$ cat src/rtl/arc4_pkg.sv
`default_nettype none
// ============================================================================
//  Module      : arc4_pkg
//  Description : Shared ARC4 definitions: FSM state encodings, S-box and
//                printable-range constants, key byte selection helper.
//  Revision    : 1.0 - initial release
// ============================================================================
package arc4_pkg;

    localparam int          S_SIZE        = 256;
    localparam logic [7:0]  PRINT_LO      = 8'h20;
    localparam logic [7:0]  PRINT_HI      = 8'h7E;
    // Widest key the helper function can select from
    localparam int          KEY_MAX_BYTES = 16;

    typedef logic [4:0] state_t;

    localparam state_t ST_IDLE      = 5'd0;
    localparam state_t ST_INIT      = 5'd1;
    localparam state_t ST_KSA_RDI   = 5'd2;
    localparam state_t ST_KSA_WTI   = 5'd3;
    localparam state_t ST_KSA_RDJ   = 5'd4;
    localparam state_t ST_KSA_WTJ   = 5'd5;
    localparam state_t ST_KSA_WRI   = 5'd6;
    localparam state_t ST_KSA_WRJ   = 5'd7;
    localparam state_t ST_LEN_RD    = 5'd8;
    localparam state_t ST_LEN_WT    = 5'd9;
    localparam state_t ST_LEN_WR    = 5'd10;
    localparam state_t ST_PRGA_RDI  = 5'd11;
    localparam state_t ST_PRGA_WTI  = 5'd12;
    localparam state_t ST_PRGA_RDJ  = 5'd13;
    localparam state_t ST_PRGA_WTJ  = 5'd14;
    localparam state_t ST_PRGA_WRI  = 5'd15;
    localparam state_t ST_PRGA_WRJ  = 5'd16;
    localparam state_t ST_PRGA_RDP  = 5'd17;
    localparam state_t ST_PRGA_WTP  = 5'd18;

    // Key bytes are taken MSB-first: idx 0 is the most significant byte of an
    // nbytes-wide key held right-justified in the argument.
    function automatic logic [7:0] key_byte(
        input logic [8*KEY_MAX_BYTES-1:0] key,
        input int unsigned                idx,
        input int unsigned                nbytes
    );
        return key[8*(nbytes-1-idx) +: 8];
    endfunction

endpackage
`default_nettype wire

$ cat src/rtl/arc4_ksa.sv
`default_nettype none
// ============================================================================
//  Module      : arc4_ksa
//  Description : ARC4 S-box initialisation and key-scheduling sequencer.
//                Supplies next state for INIT/KSA_* states and drives the
//                S-memory port while those states are active.
//  Revision    : 1.0 - initial release
// ============================================================================
module arc4_ksa
    import arc4_pkg::*;
#(
    parameter int KEY_BYTES = 3
) (
    input  logic                   clk,
    input  logic                   rst_n,
    input  state_t                 state,
    input  logic [8*KEY_BYTES-1:0] key,
    input  logic [7:0]             s_rddata,
    output logic [7:0]             s_addr,
    output logic [7:0]             s_wrdata,
    output logic                   s_wren,
    output state_t                 next_state
);

    localparam logic [7:0] C_LAST_IDX = 8'(S_SIZE - 1);
    localparam logic [7:0] C_LAST_KB  = 8'(KEY_BYTES - 1);

    logic [7:0] r_i;
    logic [7:0] r_j;
    logic [7:0] r_si;
    logic [7:0] r_sj;
    logic [7:0] r_kidx;
    logic [7:0] w_kb;
    logic [8*KEY_MAX_BYTES-1:0] w_key_ext;

    assign w_key_ext = {{(8*(KEY_MAX_BYTES-KEY_BYTES)){1'b0}}, key};
    assign w_kb      = key_byte(w_key_ext, 32'(r_kidx), KEY_BYTES);

    // Sequencer transitions; the last swap hands over to the length phase
    always_comb begin
        next_state = state;
        case (state)
            ST_INIT:    next_state = (r_i == C_LAST_IDX) ? ST_KSA_RDI : ST_INIT;
            ST_KSA_RDI: next_state = ST_KSA_WTI;
            ST_KSA_WTI: next_state = ST_KSA_RDJ;
            ST_KSA_RDJ: next_state = ST_KSA_WTJ;
            ST_KSA_WTJ: next_state = ST_KSA_WRI;
            ST_KSA_WRI: next_state = ST_KSA_WRJ;
            ST_KSA_WRJ: next_state = (r_i == C_LAST_IDX) ? ST_LEN_RD : ST_KSA_RDI;
            default:    next_state = state;
        endcase
    end

    // S port drive: identity fill, then read i, read j, write S[i], write S[j]
    always_comb begin
        s_addr   = 8'h00;
        s_wrdata = 8'h00;
        s_wren   = 1'b0;
        case (state)
            ST_INIT: begin
                s_addr   = r_i;
                s_wrdata = r_i;
                s_wren   = 1'b1;
            end
            ST_KSA_RDI: s_addr = r_i;
            ST_KSA_RDJ: s_addr = r_j;
            ST_KSA_WRI: begin
                s_addr   = r_i;
                s_wrdata = r_sj;
                s_wren   = 1'b1;
            end
            ST_KSA_WRJ: begin
                s_addr   = r_j;
                s_wrdata = r_si;
                s_wren   = 1'b1;
            end
            default: ;
        endcase
    end

    // Index, key-position and swap operand registers
    always_ff @(posedge clk or negedge rst_n) begin
        if (!rst_n) begin
            r_i    <= 8'h00;
            r_j    <= 8'h00;
            r_si   <= 8'h00;
            r_sj   <= 8'h00;
            r_kidx <= 8'h00;
        end else begin
            case (state)
                ST_IDLE: begin
                    r_i    <= 8'h00;
                    r_j    <= 8'h00;
                    r_kidx <= 8'h00;
                end
                ST_INIT:    r_i <= r_i + 8'd1;
                ST_KSA_WTI: begin
                    r_si <= s_rddata;
                    r_j  <= r_j + s_rddata + w_kb;
                end
                ST_KSA_WTJ: r_sj <= s_rddata;
                ST_KSA_WRJ: begin
                    r_i    <= r_i + 8'd1;
                    r_kidx <= (r_kidx == C_LAST_KB) ? 8'h00 : r_kidx + 8'd1;
                end
                default: ;
            endcase
        end
    end

endmodule
`default_nettype wire

$ cat src/rtl/arc4_encrypt.sv
`default_nettype none
// ============================================================================
//  Module      : arc4_encrypt
//  Description : ARC4 encryption of a length-prefixed plaintext (pt_mem) into
//                a length-prefixed ciphertext (ct_mem) using an external S RAM.
//                Optional macro ARC4_PRINTABLE_CHK_EN adds the pt_ok output.
//  Revision    : 1.0 - initial release
// ============================================================================
module arc4_encrypt
    import arc4_pkg::*;
#(
    parameter int KEY_BYTES = 3,
    parameter int MAX_LEN   = 255
) (
`ifdef ARC4_PRINTABLE_CHK_EN
    output logic                   pt_ok,
`endif
    input  logic                   clk,
    input  logic                   rst_n,
    input  logic                   en,
    output logic                   rdy,
    input  logic [8*KEY_BYTES-1:0] key,
    output logic [7:0]             s_addr,
    input  logic [7:0]             s_rddata,
    output logic [7:0]             s_wrdata,
    output logic                   s_wren,
    output logic [7:0]             pt_addr,
    input  logic [7:0]             pt_rddata,
    output logic [7:0]             ct_addr,
    output logic [7:0]             ct_wrdata,
    output logic                   ct_wren
);

    localparam logic [7:0] C_MAX_LEN = 8'(MAX_LEN);

    state_t                 r_state;
    state_t                 w_next_state;
    state_t                 w_ksa_next;
    logic [8*KEY_BYTES-1:0] r_key;
    logic [7:0]             r_len;
    logic [7:0]             r_i;
    logic [7:0]             r_j;
    logic [7:0]             r_si;
    logic [7:0]             r_sj;
    logic [8:0]             r_k;        // 9 bits so k=255 compares cleanly
    logic [7:0]             w_ksa_addr;
    logic [7:0]             w_ksa_wrdata;
    logic                   w_ksa_wren;
    logic                   w_start;
    logic                   w_ksa_phase;
    logic                   w_last_byte;
    logic [7:0]             w_len_clamped;

    assign rdy           = (r_state == ST_IDLE);
    assign w_start       = en && rdy;
    assign w_ksa_phase   = (r_state >= ST_INIT) && (r_state <= ST_KSA_WRJ);
    assign w_last_byte   = (r_k == {1'b0, r_len});
    assign w_len_clamped = (pt_rddata > C_MAX_LEN) ? C_MAX_LEN : pt_rddata;

    arc4_ksa #(
        .KEY_BYTES (KEY_BYTES)
    ) u_ksa (
        .clk        (clk),
        .rst_n      (rst_n),
        .state      (r_state),
        .key        (r_key),
        .s_rddata   (s_rddata),
        .s_addr     (w_ksa_addr),
        .s_wrdata   (w_ksa_wrdata),
        .s_wren     (w_ksa_wren),
        .next_state (w_ksa_next)
    );

    // Top-level state transitions; INIT/KSA stepping is delegated to u_ksa
    always_comb begin
        w_next_state = ST_IDLE;
        case (r_state)
            ST_IDLE:     w_next_state = en ? ST_INIT : ST_IDLE;
            ST_INIT, ST_KSA_RDI, ST_KSA_WTI, ST_KSA_RDJ,
            ST_KSA_WTJ, ST_KSA_WRI, ST_KSA_WRJ:
                         w_next_state = w_ksa_next;
            ST_LEN_RD:   w_next_state = ST_LEN_WT;
            ST_LEN_WT:   w_next_state = ST_LEN_WR;
            ST_LEN_WR:   w_next_state = (r_len == 8'h00) ? ST_IDLE : ST_PRGA_RDI;
            ST_PRGA_RDI: w_next_state = ST_PRGA_WTI;
            ST_PRGA_WTI: w_next_state = ST_PRGA_RDJ;
            ST_PRGA_RDJ: w_next_state = ST_PRGA_WTJ;
            ST_PRGA_WTJ: w_next_state = ST_PRGA_WRI;
            ST_PRGA_WRI: w_next_state = ST_PRGA_WRJ;
            ST_PRGA_WRJ: w_next_state = ST_PRGA_RDP;
            ST_PRGA_RDP: w_next_state = ST_PRGA_WTP;
            ST_PRGA_WTP: w_next_state = w_last_byte ? ST_IDLE : ST_PRGA_RDI;
            default:     w_next_state = ST_IDLE;
        endcase
    end

    // Memory port mux: decoded from state so reset drops every enable at once
    always_comb begin
        s_addr    = 8'h00;
        s_wrdata  = 8'h00;
        s_wren    = 1'b0;
        pt_addr   = 8'h00;
        ct_addr   = 8'h00;
        ct_wrdata = 8'h00;
        ct_wren   = 1'b0;
        if (w_ksa_phase) begin
            s_addr   = w_ksa_addr;
            s_wrdata = w_ksa_wrdata;
            s_wren   = w_ksa_wren;
        end
        case (r_state)
            ST_LEN_WR: begin
                ct_wrdata = r_len;
                ct_wren   = 1'b1;
            end
            ST_PRGA_RDI: s_addr = r_i + 8'd1;
            ST_PRGA_RDJ: s_addr = r_j;
            ST_PRGA_WRI: begin
                s_addr   = r_i;
                s_wrdata = r_sj;
                s_wren   = 1'b1;
            end
            ST_PRGA_WRJ: begin
                s_addr   = r_j;
                s_wrdata = r_si;
                s_wren   = 1'b1;
            end
            // Pad and plaintext fetched together; both land in PRGA_WTP
            ST_PRGA_RDP: begin
                s_addr  = r_si + r_sj;
                pt_addr = r_k[7:0];
            end
            ST_PRGA_WTP: begin
                ct_addr   = r_k[7:0];
                ct_wrdata = pt_rddata ^ s_rddata;
                ct_wren   = 1'b1;
            end
            default: ;
        endcase
    end

    // State, key latch and PRGA datapath registers
    always_ff @(posedge clk or negedge rst_n) begin
        if (!rst_n) begin
            r_state <= ST_IDLE;
            r_key   <= '0;
            r_len   <= 8'h00;
            r_i     <= 8'h00;
            r_j     <= 8'h00;
            r_si    <= 8'h00;
            r_sj    <= 8'h00;
            r_k     <= 9'd0;
        end else begin
            r_state <= w_next_state;
            if (w_start) begin
                r_key <= key;
            end
            case (r_state)
                ST_LEN_WT:   r_len <= w_len_clamped;
                ST_LEN_WR: begin
                    r_i <= 8'h00;
                    r_j <= 8'h00;
                    r_k <= 9'd1;
                end
                ST_PRGA_RDI: r_i <= r_i + 8'd1;
                ST_PRGA_WTI: begin
                    r_si <= s_rddata;
                    r_j  <= r_j + s_rddata;
                end
                ST_PRGA_WTJ: r_sj <= s_rddata;
                ST_PRGA_WTP: r_k  <= r_k + 9'd1;
                default: ;
            endcase
        end
    end

`ifdef ARC4_PRINTABLE_CHK_EN
    // Sticky flag: any plaintext byte outside 0x20..0x7E clears it
    always_ff @(posedge clk or negedge rst_n) begin
        if (!rst_n) begin
            pt_ok <= 1'b1;
        end else if (w_start) begin
            pt_ok <= 1'b1;
        end else if (r_state == ST_PRGA_WTP &&
                     (pt_rddata < PRINT_LO || pt_rddata > PRINT_HI)) begin
            pt_ok <= 1'b0;
        end
    end
`endif

endmodule
`default_nettype wire

$ cat config.mk
export PLATFORM = sky130hd
export DESIGN_NAME = arc4_encrypt
export DESIGN_NICKNAME = d
export VERILOG_FILES = /design/src/rtl/arc4_pkg.sv /design/src/rtl/arc4_ksa.sv /design/src/rtl/arc4_encrypt.sv
export SDC_FILE = /design/constraint.sdc
export NUM_CORES = 1
export LEC_CHECK = 0
export ABC_AREA = 1
export CORE_MARGIN = 8
export CORE_UTILIZATION = 61
export DETAILED_ROUTE_END_ITERATION = 7
export PLACE_DENSITY_LB_ADDON = 0.1
export SKIP_LAST_GASP = 1
export SLEW_MARGIN = 20
export SYNTH_ARGS = -nofsm -noshare
export SYNTH_HDL_FRONTEND = slang
export SYNTH_SLANG_ARGS = --single-unit
$ cat constraint.sdc
create_clock -name clk -period 4.7 [get_ports clk]
set_input_delay 0.94 -clock clk [delete_from_list [all_inputs] [get_ports clk]]
set_output_delay 0.94 -clock clk [all_outputs]
set_load 0.05 [all_outputs]
==> impl_results.md <==
* Layout cells sized above 1 at under 10%
* Status: complete, no violations
* Most used routing layer: met2
* Worst slew margin relative to its limit at 39.5%
* Cells on Worst Hold Path at 2
* Post-CTS Setup Inserts at 0
* CTS tree: built
* Final Skew at roughly 0.0053 ns
* Routing usage on met3 at under 10%
* Fillers at around 790
* Met1 Use GR at 32.8%
* Port Buf Inserts at 85
* Hold Buf Count CTS at 0
* Starting DRC count in detailed routing at 776
* Clk_lat worst skew at between 0.4 and 0.5 ns
* Post-cts sizing count at 0
* Fin crit period at just over 4 ns
* Vias per Instance at slightly above 6
* PwrDens at about 290 nW/um2
* Vias in the first global route at 7078
* VDD IR max at approximately 0.21 mV
* DR vias at between 6000 and 7000
* HP Class: reg2reg
* Fin Hold WS at ~0.49 ns
* Sequential-to-total area share from yosys stat at between 40 and 50%
* Final Util at about 77%
* Setup TNS at 0 ns
* Final hold viol count at 0
* Critical Path Source Type: flip-flop
* Most common cell after layout, fill and taps aside: nand2_1
* Grt met2 use at between 40% and 50%
* Mapped Area at about 7200 um2
* Row count at 39
* TritonCTS Buffers at 17
* Largest net degree at the start of global routing at 71
* DR DRC count at 0
* Final Cycle Share at between 80 and 90%
* Commonest cells after routing, fill and taps aside: nand2_1, dfrtp_1, inv_1
* Post-Route WL at about 21 mm
* Final Setup Violations at 0
* Placed Area at between 8000 and 9000 um2
* Die H at 125 um
* CTS max path bufs at 2
* Chip Width at around 120 um
* Cells after Synth at between 800 and 900
* Number of max-slew violations in the final report at 0
* Routability Congestion at 0.995
* IO Pins at 86
* Worst Max-Slew Pin Slew at 0.907 ns
* Max Freq at 241 MHz
* Die area at between 15000 and 20000 um2
* Unique masters post-synth at 43
* Synthesized net count at 970
* Leak pwr at approximately 4.2 nW
* MaxCap Viol Count at 0
* Critical Path RT at 3.76 ns
* Critical path type: reg2out
* Layout Nets at around 1100
* Initial Util at roughly 63%
* RSZ-0062 raised after global routing: false
* Syn Area/Cell at around 8.1 um2
* Gr usage total at about 28%
* Crit. End Element: output port
* CTS H-tree lvls at 4
* Diodes inserted at 0
* Grt ovf at 0
* Global-route wire length before repair at ~35 mm
* Area Growth Syn to Fin at 22.2%
* Post-DR wirelength/cell at about 18 um
* Drt first pass iters at 6
* Crit path arrival time at around 3.2 ns
* Core footprint at around 12000 um2
* Reg2Reg Depth at 21
* Number of routed nets with antenna violations at 0
* # clock sinks at between 100 and 150
* Post-DP HPWL at between 15 and 20 mm
* Root Buffer: clkbuf_16
* Cell area after layout at between 8000 and 9000 um2
* Synth Register Bits at between 100 and 150
* Synthesis warning total at 0
* Initial antenna violation count at 0
* Crit-path max FO at 13
* Worst-path clk slew at 0.05 ns
==> final timing paths <==
check	slack [ns]	start	to
max in group asynchronous	3.18	rst_n	r_key[0]
min reg2reg	0.49	u_ksa.r_si[6]	u_ksa.r_si[6]
min	0.49	u_ksa.r_si[6]	u_ksa.r_si[6]
max	0.55	r_state[2]	s_addr[0]
min in group asynchronous	0.64	rst_n	u_ksa.r_i[1]
max reg2reg	0.69	u_ksa.r_kidx[0]	u_ksa.r_j[7]
==> cell families (layout without fill, tap and decap cells) <==
| group | Yosys count | after routing | share of synthesized area (%) |
|---|---|---|---|
| adders and majority gates | 35 | 35 | 7.09 |
| DFF | 118 | 118 | 40.8 |
| and+or+nand+nor | 363 | 363 | 21.7 |
| xor gates and xnor gates | 22 | 22 | 2.66 |
| AOI/OAI and AO/OA | 191 | 191 | 15.6 |
| buffers and inverters | 140 | 248 | 7.82 |
| muxes | 23 | 23 | 4.36 |
==> Yosys cell counts <==
cell | number | share of area, %
o21ai_0 | 72 | 5.0
mux2_4 | 15 | 3.1
nand3_1 | 41 | 2.8
buf_4 | 1 | 0.10
buf_2 | 9 | 0.62
a22oi_1 | 2 | 0.21
clkbuf_1 | 4 | 0.21
nand2_4 | 3 | 0.47
o2111ai_1 | 3 | 0.36
nand3b_1 | 6 | 0.62
nor2_4 | 5 | 0.78
mux2_2 | 8 | 1.2
a21oi_4 | 1 | 0.22
o21bai_1 | 1 | 0.10
nor2_2 | 6 | 0.52
nor2_1 | 91 | 4.7
inv_2 | 9 | 0.47
o31ai_1 | 1 | 0.10
a21o_1 | 1 | 0.10
o22ai_1 | 33 | 2.9
nor3_1 | 10 | 0.69
o21ai_1 | 1 | 0.069
xor2_1 | 11 | 1.3
a211oi_1 | 1 | 0.10
a31oi_1 | 3 | 0.26
inv_1 | 112 | 5.8
ha_1 | 25 | 4.3
nand2_1 | 185 | 9.6
a21boi_0 | 1 | 0.10
a21oi_1 | 44 | 3.0
nand2_2 | 3 | 0.26
inv_4 | 1 | 0.087
nor3_2 | 1 | 0.14
a221oi_1 | 8 | 0.97
o211ai_1 | 11 | 1.1
clkinv_1 | 1 | 0.052
a31o_2 | 1 | 0.12
dfrtp_1 | 118 | 41
xnor2_1 | 11 | 1.3
fa_1 | 10 | 2.8
buf_6 | 3 | 0.47
o32ai_1 | 7 | 0.85
nand4_1 | 12 | 1.0
==> where the power goes <==
group / leakage, nW / internal, mW / switching, mW
combinational: 2.58 / 0.0645 / 0.0812
clock: 0.305 / 0.911 / 0.463
sequential: 1.35 / 1.02 / 0.00280
total: 4.24 / 2.00 / 0.547
==> cell type report <==
cell class | count | area [um2] | area share [%]
timing repair buffer | 93 | 908 | 10.3
clock inverter | 9 | 149 | 1.68
inverter | 123 | 464 | 5.25
multi-input combinational | 634 | 3720 | 42.1
clock buffer | 23 | 468 | 5.29
sequential | 118 | 2950 | 33.4
tap | 143 | 179 | 2.02
==> state kept, by name (all words and copies together) (netlist names) <==
register      flops
r_key            24
r_k               9
r_i               8
r_j               8
r_len             8
r_si              8
r_sj              8
u_ksa.r_i         8
u_ksa.r_j         8
u_ksa.r_kidx      8
u_ksa.r_si        8
u_ksa.r_sj        8
r_state           5
==> critical path, stage by stage, from the launching register on <==
cell	delay, ns
dfrtp_1	0.49
nor2_4	0.21
inv_2	0.05
nor2_2	0.16
nand2_1	0.37
inv_1	0.30
nand2_1	0.08
nand2_1	0.07
a21oi_1	0.05
o2111ai_1	0.12
clkdlybuf4s50_1	0.87
==> routing by layer <==
layer,part of all wire (%),routed length [um],up-vias
met5,0,0,-
met4,4.0,843,0
met3,8.3,1750,76
met2,48,10000,366
met1,40,8430,3307
li1,-,-,3185
==> metrics by stage <==
stage               worst slack, ns  total power [mW]  cells
floorplan                      1.57              1.10    892
global placement              0.986              1.18   1111
detailed placement            0.757              1.18   1111
CTS                           0.593              2.55   1143
global route                  0.221              2.60   1143
finish                        0.552              2.54   1143
No activity file was read; power rests on OpenSTA's default activity.
